--- config.mk ---
export PLATFORM = sky130hd
export DESIGN_NAME = uart_tx_fifo
export DESIGN_NICKNAME = d
export VERILOG_FILES = /design/src/rtl/uart_tx_fifo.sv
export SDC_FILE = /design/constraint.sdc
export NUM_CORES = 1
export LEC_CHECK = 0
export ABC_CLOCK_PERIOD_IN_PS = 4750
export BUFFER_PORTS_ARGS = -buffer_cell sky130_fd_sc_hd__buf_2
export CAP_MARGIN = 20
export CELL_PAD_IN_SITES_DETAIL_PLACEMENT = 1
export CELL_PAD_IN_SITES_GLOBAL_PLACEMENT = 1
export CORE_MARGIN = 2
export CORE_UTILIZATION = 52
export CTS_CLUSTER_SIZE = 20
export DETAILED_ROUTE_END_ITERATION = 16
export PLACE_DENSITY = 0.83
export SLEW_MARGIN = 5
export SYNTH_ARGS = -nofsm -noshare
export SYNTH_HDL_FRONTEND = slang
export SYNTH_SLANG_ARGS = --single-unit
export TNS_END_PERCENT = 1
--- constraint.sdc ---
create_clock -name HCLK -period 4.75 [get_ports HCLK]
set_input_delay 0.2375 -clock HCLK [delete_from_list [all_inputs] [get_ports HCLK]]
set_output_delay 0.2375 -clock HCLK [all_outputs]
set_load 0.02 [all_outputs]
--- src/rtl/uart_tx_fifo.sv ---
// uart_tx_fifo: 8N1 UART transmitter fed by a byte FIFO, LSB first, programmable bit period
`timescale 1ns/1ps
module uart_tx_fifo #(
  parameter int FIFO_AW = 4
) (
  input  logic               HCLK,
  input  logic               HRESETn,
  input  logic               en,
  input  logic [15:0]        prescaler,
  input  logic [7:0]         wdata,
  input  logic               wr,
  input  logic               clr_ovf,
  output logic               tx,
  output logic               busy,
  output logic               full,
  output logic               empty,
  output logic [FIFO_AW:0]   level,
  output logic               ovf
);
  typedef enum logic [1:0] {IDLE, START, DATA, STOP} state_t;
  state_t state;
  logic [7:0] mem [2**FIFO_AW];
  logic [FIFO_AW:0] wptr, rptr;
  logic [15:0] per, cnt;
  logic [7:0] sh;
  logic [2:0] idx;
  logic push, pop, bit_end;
  assign level = wptr - rptr;
  assign full = level[FIFO_AW];
  assign empty = level == '0;
  assign bit_end = cnt == '0;
  assign push = wr && !full;
  // a new frame starts from IDLE or straight out of the last stop-bit cycle
  assign pop = en && !empty && (state == IDLE || (state == STOP && bit_end));
  always_ff @(posedge HCLK)
    if (push) mem[wptr[FIFO_AW-1:0]] <= wdata;
  always_ff @(posedge HCLK or negedge HRESETn)
    if (!HRESETn) begin
      wptr <= '0;
      rptr <= '0;
      ovf <= 1'b0;
    end else begin
      if (push) wptr <= wptr + 1'b1;
      if (pop) rptr <= rptr + 1'b1;
      ovf <= (wr && full) || (ovf && !clr_ovf);
    end
  always_ff @(posedge HCLK or negedge HRESETn)
    if (!HRESETn) begin
      state <= IDLE;
      tx <= 1'b1;
      busy <= 1'b0;
      per <= '0;
      cnt <= '0;
      sh <= '0;
      idx <= '0;
    end else if (pop) begin
      state <= START;
      sh <= mem[rptr[FIFO_AW-1:0]];
      per <= prescaler;
      cnt <= prescaler;
      tx <= 1'b0;
      busy <= 1'b1;
    end else if (state != IDLE) begin
      if (!bit_end) cnt <= cnt - 1'b1;
      else begin
        cnt <= per;
        case (state)
          START: begin
            state <= DATA;
            idx <= '0;
            tx <= sh[0];
            sh <= sh >> 1;
          end
          DATA: if (idx == 3'd7) begin
            state <= STOP;
            tx <= 1'b1;
          end else begin
            idx <= idx + 1'b1;
            tx <= sh[0];
            sh <= sh >> 1;
          end
          default: begin
            state <= IDLE;
            busy <= 1'b0;
          end
        endcase
      end
    end
endmodule
* Word level (Yosys, flattened, before mapping)
Memories as Yosys holds them, arrays and structs flattened.
Cells that the tools add are included.
** Cells by class
- Add/subtract/negate cells :: 5
- Eq/ne operators :: 8
- Multiplexer cells :: 26
- Bitwise gates (word level) :: 1
- Reduce and logical (&&, ||, !) cells :: 25
** Operators with widths (count)
- two-way mux 16 bit :: 3
- two-way mux 8 bit :: 4
- zero test 16 bit :: 1
- one-hot mux 8 bit (2 select lines) :: 1
- subtractor 16 x 1 -> 16 bit, second input constant :: 1
- adder 5 x 1 -> 5 bit, second input constant :: 2
- two-way mux 1 bit :: 10
- AND reduction 3 bit :: 3
- two-way mux 2 bit :: 4
- nonzero test 2 bit :: 4
- logical AND 1 bit :: 6
- inequality test 3 bit, second input constant :: 2
- one-hot mux 3 bit (2 select lines) :: 1
- zero test 5 bit :: 1
- AND reduction 5 bit :: 1
- subtractor 5 bit :: 1
- == test 2 bit, second input constant :: 2
- one-hot mux 2 bit (2 select lines) :: 1
- AND reduction 4 bit :: 1
- adder 3 x 1 -> 3 bit, second input constant :: 1
- == test 3 bit, second input constant :: 1
- zero test 1 bit :: 3
- two-way mux 3 bit :: 1
- nonzero test 3 bit :: 1
- 8 further kinds :: 9
** Storage, ports and cells
- Flip-flop bits (word level) :: 58
- Memory bits (writable) :: 128
- Bits of input ports :: 29
- Output and inout bits :: 10
- Logic and storage cells :: 76
- Memories :: 1
** Memory list
- mem :: depth 16, width 8, read ports 1, clocked after memory_dff 0, wr ports 1, line 22 : logic [7:0] mem [2**FIFO_AW];

* Logic depth before layout (Yosys ltp)
Gate-level depths: netlist of the first run.
- Depth after elaboration :: 7
- Depth in mapped cells :: 13
- Depth with buffers taken out :: 10

* Least setup slack after synthesis of the first run
OpenSTA, ideal clock, no wires.
- Path kind :: flip-flop to flip-flop
- From :: reg rptr[1]
- To :: mem mem[3][0], enable pin
- Setup time :: 0.383 ns
- Arrival time :: 3.294 ns
- Required time :: 4.367 ns
- Slack :: 1.073 ns
- Cell stages (with the launch flop) :: 11
- Path buffers :: 2
- Period minus slack after synthesis :: 3.677 ns
- Cells stage by stage :: dfrtp_1 -> clkbuf_1 -> clkbuf_1 -> inv_1 -> fa_1 -> a21o_1 -> a21oi_1 -> xnor2_2 -> nor2_1 -> nand2_1 -> nor3_1
** On the way
- Cells in the longest elaborated chain, start to end :: 5
** RTL lines
- start, declared :: line 23 : logic [FIFO_AW:0] wptr, rptr;
- start signal, assigned :: line 44 : if (pop) rptr <= rptr + 1'b1;
- subtractor 5 bit :: line 28 : assign level = wptr - rptr;
- net full :: line 15 : output logic full,
- zero test 1 bit :: line 32 : assign push = wr && !full;
- logical AND 1 bit :: line 32
- two-way mux 1 bit :: line 36 : if (push) mem[wptr[FIFO_AW-1:0]] <= wdata;
- two-way mux 1 bit (implied by the code) :: line 36
- end, declared :: line 22
The timed path passes the listed nets, and every way through them passes these cells.

* Worst setup path after layout of the first run
- From :: reg wptr[0]
- To :: mem mem[7][6], enable pin
** On the way
- Cells in the longest elaborated chain, start to end :: 5
** RTL lines
- start, declared :: line 23
- start signal, assigned :: line 43 : if (push) wptr <= wptr + 1'b1;
- subtractor 5 bit :: line 28
- zero test 1 bit :: line 32
- logical AND 1 bit :: line 32
- two-way mux 1 bit :: line 36
- two-way mux 1 bit (implied by the code) :: line 36
Parallel ways exist; a longest one is shown, timed or not.

==> reports/metrics.csv, run 1 <==
metric,value,unit
drtIter0Drc,395,
synth_mux_area_frac,0.152,
hp-start,prescaler[8],
required,4.83,ns
synth-compound-area-share,0.0574,
syn_inst,553,
io_pins,39,
path_class,reg -> reg,
finalSetupTns,0,ns
slew_violations,0,
wl_per_cell,25.9,um
antenna_found_initial,1,
ir_drop,0.380,mV
fin_crit_sh,0.802,
rr_startpoint,wptr[0],
relSlewSlack,0.443,
fin_util,0.597,
rows,46,
cellPowerDensity,631,nW/um^2
wl,21400,um
gp_congestion,0.855,
clk_pin_slew,0.08,ns
gr-usage-all-layers,0.269,
synthToLayoutAreaGrowth,12.6,%
netlist_area,8400,um^2
yosysSeqAreaShare,0.631,
via_per_inst,6.10,
startpoint_type,register,
dp_hpwl,14100,um
synth_top_family_by_area,multiplexers,
worstSetupStartpoint,wptr[0],
clkLatencyLatePin,0.44,ns
synthAdderAreaFrac,0.0262,
ant_nets,0,
initial_core_util,0.531,
synthFlopType,edfxtp_1,
synthArstFlopShare,0.312,
critPathMaxFanout,10,
ys_ff_latch,186,
avgSynthCellArea,15.2,um^2
drc,0,
die_area,17200,um^2
dieHeight,131,um
drive_gt1_frac,0.257,
worstHoldPathType,in -> reg,
cts_sinks,186,
synth_xor_area_frac,0.0228,
grt_pass1_wl,32800,um
grt_max_degree,36,
yosys_warnings,0,
dp.cells,791,
firstDrtPassIters,5,
status,"complete, no violations",
synth_edf_count,128,
htreeDepth,4,
cp-end-kind,register,
fin_cells,828,
fin_nets,644,
numCtsBuffers,17,
synth_simple_gate_area_frac,0.0833,
overflow,0,
cap_violations,0,
post_cts_resized,0,
period_minus_slack,3.81,ns
finalHoldViolations,0,
setup-violations-final,0,
ys_types,61,
finClkSkew,0.0123,ns
power,5970,uW
worstMarginPinSlew,0.833,ns
dr_total_vias,5050,
synth_nets,599,
cts_tree,built,
first_global_vias,5461,
clock_path_buffers,2,
p_leak,0.00356,uW
port_buffers,38,
coreArea,15800,um^2
cts_root_buf,clkbuf_16,
max_freq,263,MHz
cp.arrival,3.88,ns
dieWidth,131,um
rsz0062_at_grt,false,
==> registers in the layout, summed over array words and instances (netlist names) <==
signal,count
idx,3
cnt,16
busy,1
tx,1
ovf,1
sh,8
state,2
per,16
rptr,5
mem,128
wptr,5
==> through the flow <==
stage,worst slack (ns),instance area [um^2],hold WS (ns)
3_5_place_dp,0.987,8790,0.301
3_3_place_gp,1.39,8790,0.289
5_1_grt,0.727,9450,0.0152
4_1_cts,0.928,9450,0.00167
2_1_floorplan,1.07,8400,-0.0581
6_report,0.941,9450,0.00937
==> final timing paths <==
kind	to	slack (ns)	depth (start not counted)
max in group asynchronous	tx	3.48	3
min in group asynchronous	per[5]	0.35	2
hold / removal	per[8]	0.009	3
setup reg to reg	mem[7][6]	0.94	10
setup / recovery	mem[7][6]	0.94	10
hold reg to reg	per[15]	0.48	2
==> Yosys cell counts, drive strengths merged, types with 3 or more instances <==
| cell | count | area share |
|---|---|---|
| edfxtp | 128 | 0.46 |
| ha | 16 | 0.024 |
| a2bb2oi | 5 | 0.0052 |
| mux2 | 22 | 0.033 |
| a21oi | 10 | 0.0064 |
| nor4 | 4 | 0.0073 |
| nand4 | 7 | 0.0060 |
| nand3 | 8 | 0.0048 |
| xor2 | 8 | 0.0083 |
| inv | 20 | 0.0089 |
| a211oi | 4 | 0.0036 |
| a21o | 3 | 0.0036 |
| or3 | 3 | 0.0022 |
| nor3 | 13 | 0.0091 |
| xnor2 | 13 | 0.014 |
| nand3b | 3 | 0.0027 |
| nand2b | 3 | 0.0022 |
| mux2i | 10 | 0.012 |
| buf | 14 | 0.013 |
| nor2 | 29 | 0.013 |
| clkbuf | 14 | 0.0063 |
| o21ai | 15 | 0.0098 |
| a22o | 5 | 0.0052 |
| o211ai | 6 | 0.0054 |
| a22oi | 7 | 0.0063 |
| dfrtp | 57 | 0.17 |
| mux4 | 40 | 0.11 |
| nand2 | 64 | 0.029 |
==> cell type report <==
| type | instances | area (um^2) |
|---|---|---|
| Clock buffer | 17 | 425 |
| Clock inverter | 15 | 195 |
| Tap cell | 216 | 270 |
| Timing Repair Buffer | 54 | 320 |
| Multi-Input combinational cell | 319 | 2870 |
| Sequential cell | 186 | 5300 |
| Fill cell | 1476 | 6370 |
| Antenna cell | 1 | 2.50 |
| Inverter | 20 | 75.1 |
==> per-layer routing <==
| layer | global-route usage | vias up | share of wire |
|---|---|---|---|
| li1 | - | 2197 | - |
| met1 | 0.332 | 2683 | 0.40 |
| met2 | 0.481 | 136 | 0.54 |
| met3 | 0.0479 | 34 | 0.036 |
| met4 | 0.0876 | 0 | 0.021 |
| met5 | 0 | - | 0 |
==> logic make-up after synthesis <==
group | Yosys count
xor gates and xnor gates | 21
muxes | 72
AOI/OAI and AO/OA | 68
DFF | 186
and+or+nand+nor | 141
adders and majority gates | 17
buffers and inverters | 48
==> where the power goes <==
group          switching, uW  internal [uW]  leakage [uW]
combinational           1230            926       0.00139
sequential               279           2060       0.00187
clock                    714            763      0.000302
==> cell usage in the layout, fill, tap and decap left out, drive strengths merged, types with 6 or more instances in the layout <==
| cell type | count |
|---|---|
| ha | 16 |
| xor2 | 8 |
| clkinv | 7 |
| clkbuf | 17 |
| mux2 | 22 |
| nor3 | 13 |
| xnor2 | 13 |
| nand3 | 8 |
| dfrtp | 57 |
| a21oi | 10 |
| buf | 50 |
| mux2i | 10 |
| edfxtp | 128 |
| o211ai | 6 |
| inv | 27 |
| nand4 | 7 |
| mux4 | 40 |
| nand2 | 64 |
| o21ai | 15 |
| nor2 | 29 |
| a22oi | 7 |
==> critical path, stage by stage (launching register included) <==
cell	delay, ns
dfrtp_1	0.43
inv_1	0.17
ha_1	0.21
inv_1	0.06
fa_1	0.40
a21o_1	0.18
a21oi_1	0.27
xnor2_2	0.24
nor2_1	0.53
nand2_1	0.32
nor2_1	0.62
==> repair_timing <==
action | 4_1_cts | 5_1_grt
hold buffers | 4 | 0
hold endpoints to repair | 29 | 0
buffers inserted | 0 | 0
setup endpoints to repair | 0 | 0
Power figures use the tool's default switching activity.
==> run 2: changes to the inputs <==
--- a/config.mk
+++ b/config.mk
@@ -5,7 +5,7 @@
 export SDC_FILE = /design/constraint.sdc
 export NUM_CORES = 1
 export LEC_CHECK = 0
-export ABC_CLOCK_PERIOD_IN_PS = 4750
+export ABC_CLOCK_PERIOD_IN_PS = 3800
 export BUFFER_PORTS_ARGS = -buffer_cell sky130_fd_sc_hd__buf_2
 export CAP_MARGIN = 20
 export CELL_PAD_IN_SITES_DETAIL_PLACEMENT = 1
==> constraint.sdc (replaced) <==
create_clock -name HCLK -period 3.8 [get_ports HCLK]
set_input_delay 0.19 -clock HCLK [delete_from_list [all_inputs] [get_ports HCLK]]
set_output_delay 0.19 -clock HCLK [all_outputs]
set_load 0.02 [all_outputs]
==> run 2 against run 1 <==
Effect of this change:
- non-clock buffer count rose by 30
- cell count rose by 3.5%
- hold slack improved by 0.0076 ns
- first-iteration DRC count fell by 17%
- sequential share of layout area fell by 1.6 points
- core utilization rose by 1.7 points
- flip-flop and latch count did not move
- via count rose by 1.1%
- critical path depth rose by 1
- critical endpoint is now mem[0][0]
- largest power group unchanged
- highest routed layer unchanged
==> reports/metrics.csv, run 2 (synthesis results as in run 1) <==
metric,value,unit
status,"complete, no violations",
rsz0062_at_grt,false,
ir_drop,0.477,mV
port_buffers,38,
intPower,4710,uW
period_minus_slack,3.60,ns
drive_gt1_frac,0.273,
final_common_cell,edfxtp_1,
net-switching-power,2850,uW
p_leak,0.00371,uW
cap_violations,0,
hold_end,per[12],
slowest_stage,nor2_1,
firstDrtPassIters,4,
cellPowerDensity,777,nW/um^2
switching_share,0.377,
clkLatencyLatePin,0.44,ns
cpMostUsedCell,inv_1,
max_freq,278,MHz
wl,20600,um
clock_path_buffers,2,
cp.arrival,3.75,ns
place_ws,0.382,ns
multi_input_area,2870,um^2
rows,46,
required,3.95,ns
die_area,17200,um^2
antennaDiodeCount,0,
drtIter0Drc,328,
critPathMaxFanout,10,
fill_cells,1490,
dr_total_vias,5108,
clk_pin_slew,0.08,ns
max_stage_delay,0.56,ns
seq_power_share,0.383,
worstHoldPathType,in -> reg,
coreArea,15800,um^2
dp_hpwl,13000,um
htreeDepth,4,
relSlewSlack,0.529,
dieHeight,131,um
grt_pass1_wl,32700,um
finalSetupTns,0,ns
fin_crit_sh,0.948,
path_class,reg -> reg,
finalHoldViolations,0,
overflow,0,
cts_sinks,186,
cts_tree,built,
wl_per_cell,24.1,um
slew_violations,0,
r2r_slack,0.20,ns
cts_root_buf,clkbuf_16,
regArea,5300,um^2
pwr-share-clk,0.249,
via_per_inst,5.96,
first_global_vias,5624,
grt_max_degree,36,
numCtsBuffers,17,
r2r_cells,11,
layout_common_cells,"edfxtp_1 (128), nand2_1 (63), dfrtp_1 (56)",
hp-start,prescaler[12],
gp_congestion,0.798,
synthToLayoutAreaGrowth,15.8,%
antenna_found_initial,0,
finClkSkew,0.0131,ns
initial_core_util,0.531,
reg2reg_to,mem[0][0],
drc,0,
worstMarginPinSlew,0.707,ns
fin_ws,0.199,ns
cp-end-kind,register,
worstPathCellList,"inv_1, ha_1, inv_1, fa_1, a21o_1, a21oi_1, xnor2_2, nor2_1, nand2_1, nor3_1, buf_4",
min_path_cells,3,
rr_startpoint,wptr[0],
dieWidth,131,um
startpoint_type,register,
setup-violations-final,0,
gr-usage-all-layers,0.265,
ant_nets,0,
largest_reg_flops,128,
io_pins,39,
pwr-share-comb,0.368,
fin_nets,674,
[run 2: worst max path at each step]
stage                 start   endpoint  slack, ns
global route        wptr[0]  mem[0][1]      0.002
finish              wptr[0]  mem[0][0]       0.20
CTS                 wptr[0]      sh[4]       0.21
detailed placement  wptr[0]      sh[0]       0.38
floorplan           rptr[1]  mem[3][0]       0.12
global placement    wptr[0]      sh[1]       0.60
[run 2: final cells by class]
type,instances,share of cell area
repair buffers,84,0.0594
inverters,20,0.00772
flip-flops and latches,186,0.544
well taps,216,0.0278
multi-input cells,319,0.295
clock buffers,17,0.0437
clock inverters,15,0.0221
[run 2: layer usage]
metal / part of all wire / wire (um) / GRT usage
met5: 0 / 0 / 0
met3: 0.034 / 706 / 0.0511
met2: 0.53 / 11000 / 0.459
met1: 0.41 / 8430 / 0.335
met4: 0.025 / 508 / 0.0932
[run 2: power by group through the flow]
| stage | combinational, uW | clock [uW] | sequential, uW |
|---|---|---|---|
| 2_1_floorplan | 2000 | 0 | 2830 |
| 3_3_place_gp | 2540 | 0 | 2890 |
| 3_5_place_dp | 2680 | 0 | 2920 |
| 4_1_cts | 2770 | 1910 | 2890 |
| 5_1_grt | 3010 | 1990 | 2940 |
| 6_report | 2780 | 1890 | 2890 |
[run 2: per-stage QoR]
stage	hold slack [ns]	utilization	cells	power (uW)	area (um^2)
detailed placement	0.261	0.563	808	5600	8920
global route	0.0391	0.615	857	7940	9730
CTS	0.00433	0.615	857	7570	9730
finish	0.0170	0.615	857	7560	9730
floorplan	-0.106	-	553	4820	8400
global placement	0.252	0.563	808	5430	8920
[run 2: critical path, delay by kind of cell (launching register included)]
kind	cells	cell delay, ns
buf+inv	3	0.48
flops	1	0.42
fa+ha+maj	2	0.61
xor+xnor	1	0.27
simple gates	3	1.06
compound gates	2	0.45
[run 2: timing repair]
action | in CTS | in global routing
gates resized for setup | 0 | 0
setup buffers | 0 | 0
hold buffers | 17 | 0
endpoints found under the hold margin | 43 | 0
